**src/rtl/fft_out_serializer.sv**
```systemverilog
// Ping-pong reorder buffer for the 16-point FFT output: column words in,
// one sample per cycle out in natural index order over valid/ready.
module fft_out_serializer #(
  parameter int SAMPLE_W = 34
) (
  input  logic                  clk_i,
  input  logic                  rst_i,
  input  logic                  in_valid_i,
  output logic                  in_ready_o,
  input  logic [4*SAMPLE_W-1:0] in_data_i,
  output logic                  out_valid_o,
  input  logic                  out_ready_i,
  output logic [SAMPLE_W-1:0]   out_data_o,
  output logic [3:0]            out_index_o,
  output logic                  out_last_o
);

  typedef enum logic {BANK_EMPTY = 1'b0, BANK_FULL = 1'b1} bank_state_e;

  bank_state_e         bank_q [2];
  bank_state_e         bank_d [2];
  logic                wbank_q, wbank_d;
  logic [1:0]          wcnt_q, wcnt_d;
  logic                rbank_q, rbank_d;
  logic [3:0]          rcnt_q, rcnt_d;
  logic [SAMPLE_W-1:0] mem_q [2][4][4];

  logic       in_xfer_s;
  logic       out_xfer_s;
  logic [1:0] set_s;
  logic [1:0] clr_s;

  assign in_ready_o  = (bank_q[wbank_q] == BANK_EMPTY);
  assign out_valid_o = (bank_q[rbank_q] == BANK_FULL);
  assign in_xfer_s   = in_valid_i & in_ready_o;
  assign out_xfer_s  = out_valid_o & out_ready_i;

  // Word w lane l holds sample 4*l+w, so sample n sits at word n[1:0], lane n[3:2].
  assign out_data_o  = mem_q[rbank_q][rcnt_q[1:0]][rcnt_q[3:2]];
  assign out_index_o = rcnt_q;
  assign out_last_o  = out_valid_o & (rcnt_q == 4'd15);

  always_comb begin
    set_s = {2{in_xfer_s & (wcnt_q == 2'd3)}} & (wbank_q ? 2'b10 : 2'b01);
    clr_s = {2{out_xfer_s & (rcnt_q == 4'd15)}} & (rbank_q ? 2'b10 : 2'b01);
  end

  always_comb begin
    wbank_d = wbank_q;
    wcnt_d  = wcnt_q;
    rbank_d = rbank_q;
    rcnt_d  = rcnt_q;
    if (in_xfer_s) begin
      wcnt_d = wcnt_q + 2'd1;
      if (wcnt_q == 2'd3) begin
        wbank_d = ~wbank_q;
      end else begin
        wbank_d = wbank_q;
      end
    end else begin
      wcnt_d = wcnt_q;
    end
    if (out_xfer_s) begin
      rcnt_d = rcnt_q + 4'd1;
      if (rcnt_q == 4'd15) begin
        rbank_d = ~rbank_q;
      end else begin
        rbank_d = rbank_q;
      end
    end else begin
      rcnt_d = rcnt_q;
    end
  end

  // A bank can only be set while empty and cleared while full, so both never collide.
  always_comb begin
    for (int b = 0; b < 2; b++) begin
      bank_d[b] = bank_q[b];
      case (bank_q[b])
        BANK_EMPTY: begin
          if (set_s[b]) bank_d[b] = BANK_FULL;
          else          bank_d[b] = BANK_EMPTY;
        end
        BANK_FULL: begin
          if (clr_s[b]) bank_d[b] = BANK_EMPTY;
          else          bank_d[b] = BANK_FULL;
        end
        default: bank_d[b] = BANK_EMPTY;
      endcase
    end
  end

  always_ff @(posedge clk_i or posedge rst_i) begin
    if (rst_i) begin
      bank_q[0] <= BANK_EMPTY;
      bank_q[1] <= BANK_EMPTY;
      wbank_q   <= 1'b0;
      wcnt_q    <= 2'd0;
      rbank_q   <= 1'b0;
      rcnt_q    <= 4'd0;
    end else begin
      bank_q[0] <= bank_d[0];
      bank_q[1] <= bank_d[1];
      wbank_q   <= wbank_d;
      wcnt_q    <= wcnt_d;
      rbank_q   <= rbank_d;
      rcnt_q    <= rcnt_d;
    end
  end

  always_ff @(posedge clk_i or posedge rst_i) begin
    if (rst_i) begin
      for (int b = 0; b < 2; b++) begin
        for (int w = 0; w < 4; w++) begin
          for (int l = 0; l < 4; l++) begin
            mem_q[b][w][l] <= '0;
          end
        end
      end
    end else if (in_xfer_s) begin
      for (int l = 0; l < 4; l++) begin
        mem_q[wbank_q][wcnt_q][l] <= in_data_i[SAMPLE_W*l +: SAMPLE_W];
      end
    end
  end

endmodule

```
**config.mk**
```make
export PLATFORM = sky130hd
export DESIGN_NAME = fft_out_serializer
export DESIGN_NICKNAME = d
export VERILOG_FILES = /design/src/rtl/fft_out_serializer.sv
export SDC_FILE = /design/constraint.sdc
export NUM_CORES = 2
export LEC_CHECK = 0
export ABC_AREA = 1
export CAP_MARGIN = 20
export CORE_ASPECT_RATIO = 1.2
export CORE_UTILIZATION = 35
export CTS_CLUSTER_DIAMETER = 50
export DETAILED_ROUTE_END_ITERATION = 12
export HOLD_SLACK_MARGIN = 0.06
export PLACE_DENSITY = 0.5
export SETUP_SLACK_MARGIN = 0.02
export SYNTH_ARGS = -nofsm -noshare
export SYNTH_HDL_FRONTEND = slang
export SYNTH_SLANG_ARGS = --single-unit
```
**constraint.sdc**
```tcl
create_clock -name clk_i -period 32.6 [get_ports clk_i]
set_clock_uncertainty 0.2 [all_clocks]
set_input_delay 3.26 -clock clk_i [delete_from_list [all_inputs] [get_ports clk_i]]
set_output_delay 3.26 -clock clk_i [all_outputs]
set_load 0.01 [all_outputs]
```
# --- After elaboration in Yosys (flattened, before gate mapping) ---
# Index checks and enable logic that the tools add are counted.
word_totals:
  reg_bits: 1098
  latchBits: 0
  mem_bits_rw: 0
  romBits: 0
  in_bits: 140
  out_inout_bits: 41
  n_memories: 0
classes:
  addsub: 2
  mul: 0
  div: 0
  order_cmp: 7
  eq_ne: 2
  shift: 0
  muxes: 43
  n_bitwise: 17
  n_reduce_logical: 4
op_table:
  columns: ["cell", "n"]
  rows:
  - ["$bwmux 1088", 4]
  - ["$mux 544", 7]
  - ["$demux 544 s1", 4]
  - ["$demux 136 s2", 4]
  - ["$mux 136", 3]
  - ["$bmux 136 s2", 1]
  - ["$mux 102", 1]
  - ["$mux 34", 3]
  - ["$bmux 34 s2", 1]
  - ["$mux 68", 1]
  - ["$mux 1", 10]
  - ["$ge 3x3->1 const B", 3]
  - ["$not 2->3", 3]
  - ["$and 1x1->1", 5]
  - ["$not 1->1", 5]
  - ["$add 4x1->4 const B", 1]
  - ["$and 2x2->2", 2]
  - ["$eq 4x4->1 const B", 1]
  - ["$ge 2x2->1 const B", 2]
  - ["$mux 2", 2]
  - ["$not 1->2", 2]
  - ["$pmux 1 s2", 2]
  - ["$reduce_and 2->1", 2]
  - ["$lt 3x1->1 const B", 1]
  - ["4 further kinds", 5]

# --- Longest topological paths before layout ---
logic_depth:
  word_depth: 11
  depth_mapped: 12
  depth_no_buf: 10

# --- Worst setup path before layout ---
# Ideal clock, no wire load.
synth_path:
  path_type: "reg2out"
  from: "register rbank_q"
  to: "output port out_data_o[11]"
  t_arrival_ps: 1599
  required_time_ps: 29140
  path_slack_ps: 27541
  path_stages_with_launch: 13
  path_buffers: 3
  cell_sequence: "dfrtp_1 -> buf_2 -> inv_2 -> clkbuf_1 -> clkbuf_1 -> nand2_1 -> nand3_1 -> nand3_1 -> nand2_1 -> nand2_1 -> nand2_1 -> nand2_1 -> nand2_1"
synth_via:
  elab_chain_cells: 10
synth_rtl:
  columns: ["item", "line_no", "source"]
  rows:
  - ["start: declaration", "24", "logic rbank_q, rbank_d;"]
  - ["start signal: assignment", "106", "rbank_q <= rbank_d;"]
  - ["$not 1->2 (implied by the code)", "39", "assign out_data_o = mem_q[rbank_q][rcnt_q[1:0]][rcnt_q[3:2]];"]
  - ["$mux 544 (implied by the code) (3 in a row)", "39", null]
  - ["$bmux 136 s2", "39", null]
  - ["$mux 136 (implied by the code) (2 in a row)", "39", null]
  - ["$bmux 34 s2", "39", null]
  - ["$mux 34 (implied by the code) (2 in a row)", "39", null]
  - ["end: declaration", "13", "output logic [SAMPLE_W-1:0] out_data_o,"]
# Every way passes these cells. The select of a mux whose other input is x is not followed.

# --- Worst setup path in the final report ---
layout_path:
  from: "register rbank_q"
  to: "output port out_data_o[19]"
# The elaborated chain is that of the path after synthesis.

==> flow_metrics.env <==
export IMPL_hold_path_class="register to register"
export IMPL_worst_ep_required_time_ns=29.14
export IMPL_power_switching_mw=3.052
export IMPL_overflow=0
export IMPL_htreeDepth=4
export IMPL_setup_violations=0
export IMPL_max_cap_violations=0
export IMPL_tightestPinTransition_ns=1.180
export IMPL_cts_buffers=139
export IMPL_grt_pass1_wl_um=320900
export IMPL_timing_final_crit_period_ns=9.528
export IMPL_hold_violations=0
export IMPL_port_buffers=180
export IMPL_p_comb_frac=0.422
export IMPL_ys_seq_elements=1098
export IMPL_io_pins=181
export IMPL_synth_seq_area_share=0.5089
export IMPL_worst_hold_slack_across_all_endpoints_ns=0.2676
export IMPL_antenna_found_initial=18
export IMPL_syn_area_per_cell_um2=7.234
export IMPL_clock_sinks=1098
export IMPL_p_sw_frac=0.4460
export IMPL_first_iter_violations=4621
export IMPL_fin_cells=9264
export IMPL_grt_max_degree=227
export IMPL_core_mm2=0.1528
export IMPL_detailedPlacementHpwl_um=105600
export IMPL_initial_core_util=0.3533
export IMPL_synth_top_cell_area_share=0.5089
export IMPL_worstPathMaxFanout=173
export IMPL_power_density_over_the_cells_mw_per_mm2=112.5
export IMPL_cts_hold_buffers=0
export IMPL_syn_to_final_growth_pct=12.66
export IMPL_dpl_cell_count=9012
export IMPL_grt_setup_unrepaired="no"
export IMPL_yosysWarningCount=0
export IMPL_status="complete, no violations"
export IMPL_cell_internal_pwr_mw=3.791
export IMPL_std_cell_rows=157
export IMPL_final_min_period_over_clock_period=0.2923
export IMPL_postSynthCellCount=7464
export IMPL_vias_in_the_first_global_route=48280
export IMPL_worst_skew_pair_late_latency_ns=0.78
export IMPL_critical_path_endpoint_type="output port"
export IMPL_die_height_um=432.3
export IMPL_finalPower_mw=6.842
export IMPL_power_ir_vdd_worst_uv=98.86
export IMPL_cts_root_buffer="clkbuf_16"
export IMPL_routed_via_count=48960
export IMPL_netlist_top_cells_area="dfrtp_1 (51%), nand2_1 (28%), o21ai_0 (7.6%)"
export IMPL_post_route_cells_drive_above_1_share=0.04426
export IMPL_clock_tree_buffer_depth=3
export IMPL_worstPathArrival_ns=6.07
export IMPL_grtUsageTotal=0.2706
export IMPL_synth_largest_area_cell="dfrtp_1"
export IMPL_layout_common_cells="nand2_1 (3988), dfrtp_1 (1093), o21ai_0 (820)"
export IMPL_timing_final_max_slew_violations=0
export IMPL_startpoint_type="register"
export IMPL_vias_per_cell=5.285
export IMPL_timing_slew_headroom=0.2130
export IMPL_fin_tns_setup_ns=0
export IMPL_die_area_mm2=0.1559
export IMPL_ant_nets=0
export IMPL_detailed_place_area_mm2=0.05610
export IMPL_synth_area_mm2=0.05400
export IMPL_detail_route_wl_per_cell_um=22.76
export IMPL_clock_transition_at_the_register_clock_pins_on_the_worst_setup_and_hold_paths_after_cts_ns=0.05
export IMPL_sequentialPowerShare=0.344
export IMPL_clk_network_pwr_share=0.234
export IMPL_gp_congestion=0.7803
export IMPL_cts_repair_timing_setup_buffer_count=0
export IMPL_final_net_count=7311
export IMPL_first_pass_iters=6
export IMPL_wl_um=210900
export IMPL_synth_unique_cells=23
export IMPL_layout_cells_most_common="nand2_1"
export IMPL_post_route_cell_area_mm2=0.06083
export IMPL_cts_tree="done"
export IMPL_path_class="register to output port"
export IMPL_postCtsResizedCells=0
export IMPL_synth_net_count=7609
export IMPL_die_width_um=360.6
export IMPL_total_leakage_power_nw=30.31
export IMPL_fmaxAchievable_mhz=105.0
export IMPL_route_detailed_drc=0
power groups by stage:
| stage | logic (mW) | registers (mW) | clock network, mW |
|---|---|---|---|
| final | 2.89 | 2.35 | 1.60 |
| after detailed placement | 2.88 | 2.37 | 0 |
| after CTS | 2.88 | 2.35 | 1.63 |
| after floorplan | 1.84 | 2.27 | 0 |
| after global routing | 3.21 | 2.43 | 1.69 |
| after global placement | 2.85 | 2.36 | 0 |
cell families (layout without fill, tap and decap cells):
group                    Yosys count  count (layout)  synth area share
AND/OR/NAND/NOR                 4826            4826            0.3555
flip-flops                      1098            1098            0.5089
AO/OA/AOI/OAI                    823             823           0.07635
buffers and inverters            708             519           0.05744
adder cells (fa/ha/maj)            5               5          0.001159
XOR/XNOR                           4               4         0.0006488
other                              0               2                 0
sequential cells by signal, indices dropped and copies added, names as in the netlist:
register,count
rbank_q,1
mem_q,1088
bank_q,2
wbank_q,1
out_index_o,4
wcnt_q,2
critical path: stages (launching register included):
cell and delay [ns]:
dfrtp_4 0.86, buf_4 0.84, buf_12 0.75, buf_4 0.82, nand2_1 0.12, nand3_1 0.11, nand3_1 0.10, nand2_1 0.18
nand2_1 0.10, nand2_1 0.23, nand2_1 0.17, nand2_1 0.21, clkdlybuf4s50_1 0.57
cells in the mapped netlist:
| library cell | number |
|---|---|
| dfrtp_1 | 1098 |
| clkbuf_1 | 396 |
| buf_2 | 165 |
| inv_1 | 9 |
| a21oi_1 | 2 |
| clkinv_1 | 1 |
| nand3_1 | 817 |
| o21ai_2 | 1 |
| ha_1 | 5 |
| nand2_1 | 3994 |
| buf_1 | 57 |
| buf_4 | 27 |
| xor2_1 | 4 |
| nor2_1 | 6 |
| nor3_1 | 1 |
| clkbuf_2 | 37 |
| and2_1 | 1 |
| nand2_2 | 1 |
| nor2_4 | 5 |
| inv_2 | 4 |
| o21ai_0 | 820 |
| nor2_8 | 1 |
| buf_6 | 12 |
worst paths after layout:
check,startpoint,to,slack [ns],cells after the start
setup / recovery,rbank_q$_DFFE_PP0N_,out_data_o[19],23.07,12
hold / removal,mem_q[587]$_DFFE_PP0P_,mem_q[587]$_DFFE_PP0P_,0.27,2
setup reg to reg,wbank_q$_DFFE_PP0N_,mem_q[144]$_DFFE_PP0P_,27.48,9
hold reg to reg,mem_q[587]$_DFFE_PP0P_,mem_q[587]$_DFFE_PP0P_,0.27,2
max in group asynchronous,rst_i,mem_q[163]$_DFFE_PP0P_,25.82,6
min in group asynchronous,rst_i,mem_q[636]$_DFFE_PP0P_,2.69,2
cell type report:
class / count / area [um2]
Fill cell: 15930 / 92000
Sequential cell: 1098 / 27490
Multi-Input combinational cell: 5658 / 23490
Clock buffer: 203 / 4120
Timing Repair Buffer: 255 / 2527
Tap cell: 1987 / 2486
Clock inverter: 47 / 609.3
Inverter: 14 / 98.84
Antenna cell: 2 / 5.005
routing by layer:
metal	part of all wire	up-vias	wire length (um)	GRT usage
li1	-	22980	-	-
met1	0.46	24190	96500	0.3801
met2	0.46	1503	96750	0.4315
met3	0.064	274	13460	0.04558
met4	0.019	20	4039	0.06815
met5	0.00065	-	138	0
per-stage QoR:
stage	utilization	setup slack (ns)
6_report	0.3980	23.07
5_1_grt	0.3980	22.90
4_1_cts	0.3980	23.11
3_5_place_dp	0.3671	23.96
3_3_place_gp	0.3671	23.99
2_1_floorplan	-	13.99
Power figures use the tool's default switching activity.
==> patch, RTL diff (config.mk and constraints unchanged) <==
Make the reset (`rst_i`) synchronous in 2 clocked blocks.
--- a/src/rtl/fft_out_serializer.sv
+++ b/src/rtl/fft_out_serializer.sv
@@ -91,5 +91,5 @@
   end
 
-  always_ff @(posedge clk_i or posedge rst_i) begin
+  always_ff @(posedge clk_i) begin
     if (rst_i) begin
       bank_q[0] <= BANK_EMPTY;
@@ -109,5 +109,5 @@
   end
 
-  always_ff @(posedge clk_i or posedge rst_i) begin
+  always_ff @(posedge clk_i) begin
     if (rst_i) begin
       for (int b = 0; b < 2; b++) begin
Function: not settled (the Yosys comparison gave no result); the edit may change what the design does.
==> patch against the original RTL <==
Sequential share of layout area increased by 7.4 points; cell area increased by 2.9%; worst setup slack worse by 150 ps; routed wire length shrank 10%; area after synthesis is 2.5% higher; sequential cell count grew 2; cell count down 11%; highest routed layer is now met4.
Power is not compared: it rests on default switching activity, and its combinational part moved more than twofold at a synthesized area within 25%.
==> patch: results <==
metrics = {
    "global_routing": {
        "gr-usage-met2_pct": 38.00,
        "grt_pass1_vias": 40930,
        "grt_pass1_wl_um": 277800,
        "antenna_found_initial": 4,
        "grtUsageMet3_pct": 3.020,
        "grt_use_met1_pct": 33.57,
        "grt_max_degree": 197,
        "grt_use_total_pct": 23.69,
    },
    "yosys": {
        "synth_cells": 6034,
        "synth_commonest_cells": "nand2_1, edfxtp_1, nand3_1",
        "synth_ff_type": "edfxtp_1",
        "yosysUniqueCellTypes": 28,
        "yosysWarnings": 0,
        "synth.area.top_cells": "edfxtp_1, nand2_1, nand3_1",
        "synth_edf_count": 1088,
        "synthArstFlopShare_pct": 0,
        "ys_seq_area_share_pct": 59.46,
    },
    "clock_tree": {
        "cts_resized": 0,
        "clockBufferDepth": 3,
        "cts_setup_buffers": 0,
        "htreeDepth": 4,
        "cts_made_buffers": 132,
        "clk_pin_slew_ps": 60,
        "clk_latency_ps": 770,
        "root_buffer": "clkbuf_16",
    },
    "routing": {
        "dr.pass1.iters": 6,
        "vias_per_cell": 5.178,
        "first_iter_violations": 3929,
        "detail_route.wl_per_cell_um": 23.10,
    },
    "finish": {
        "final_cells": 8209,
        "largest_reg_flops": 1088,
        "fin_nets": 6163,
        "drive_gt1_share_pct": 10.16,
        "largest_register": "mem_q",
    },
    "place": {
        "dp.cells": 7972,
        "numPortBuffers": 180,
        "post-dp-hpwl_um": 101000,
        "place.gp.congestion": 0.7729,
    },
    "setup_path": {
        "r2r_cells": 10,
        "crit_arrival_ps": 6220,
        "cp_max_fo": 194,
    },
    "power": {
        "leakage_nw": 26.01,
        "switchingPower_uw": 887.7,
        "peakVddDrop_mv": 0.05436,
    },
    "timing": {
        "setup-violations-final": 0,
        "relSlewSlack_pct": 20.29,
    },
    "worst_hold_path": {
        "hp-class": "reg -> reg",
        "min_path_cells": 1,
    },
    "outcome": {
        "status": "finished clean",
    },
}
## patch: changes by cell type after synthesis, sizes merged, moves of 390 or more
cell / delta
dfrtp: -1098
edfxtp: +1088
inv: +497
nand2: -1913
nand3: +390
nor2: +585
o21ai: -794
## patch: worst max-delay path: stages, from the launching register on
cell and delay [ps]:
dfxtp_4 380, buf_12 690, buf_4 760, buf_4 820, buf_4 900, nand2_1 100, nand3_1 120, nand3_1 100
nand2_1 110, nand2_1 50, nand2_1 100, nand2_1 60, nand2_1 250, clkdlybuf4s50_1 590
## patch: cell type report
class | instances | area (um^2)
diodes | 1 | 2.502
clock buffers | 164 | 3657
clock inverters | 71 | 528.0
fillers | 15700 | 94150
inverters | 545 | 2078
multi-input cells | 3983 | 18410
flip-flops and latches | 1100 | 32930
well taps | 2093 | 2619
repair buffers | 252 | 2392
## patch: metal layers
metal	vias to the layer above	routed length [um]
li1	19720	-
met1	21030	84460
met2	1517	88460
met3	246	12510
met4	0	4158
met5	-	0
## patch: path summary, 6_finish.rpt
path	startpoint	endpoint	slack, ps
min	bank_q[0]	bank_q[0]	290
max	register	out_data_o[15]	22920
max reg2reg	bank_q[1]	mem_q[0][316]	26870
min reg2reg	bank_q[0]	bank_q[0]	290
## patch: metrics by stage
stage          setup WS [ps]  util [%]  hold slack, ps  instance area (um^2)
3_3_place_gp           23580     37.26           278.1                 58410
4_1_cts                22980     39.93           297.9                 62590
2_1_floorplan          18650         -           253.9                 55350
6_report               22920     39.94           294.2                 62610
5_1_grt                22670     39.94           310.6                 62610
3_5_place_dp           23440     37.26           282.3                 58410
## patch: power groups by stage
stage / clock network, mW / logic, mW / registers [mW]
2_1_floorplan: 0 / 0.211 / 1.75
3_3_place_gp: 0 / 0.342 / 1.73
3_5_place_dp: 0 / 0.344 / 1.73
4_1_cts: 1.47 / 0.345 / 1.71
5_1_grt: 1.52 / 0.374 / 1.71
6_report: 1.45 / 0.344 / 1.71
## patch: cells by family (layout without fill, tap and decap cells)
logic type                 after synthesis  in the layout  synth area share [%]
and+or+nand+nor                       3923           3923                 32.31
xor gates and xnor gates                 1              1               0.01583
AOI/OAI and AO/OA                       50             50                0.4792
buffers and inverters                  951           1032                 7.534
adders and majority gates                9              9                0.2034
other                                    0              1                     0
DFF                                   1100           1100                 59.46
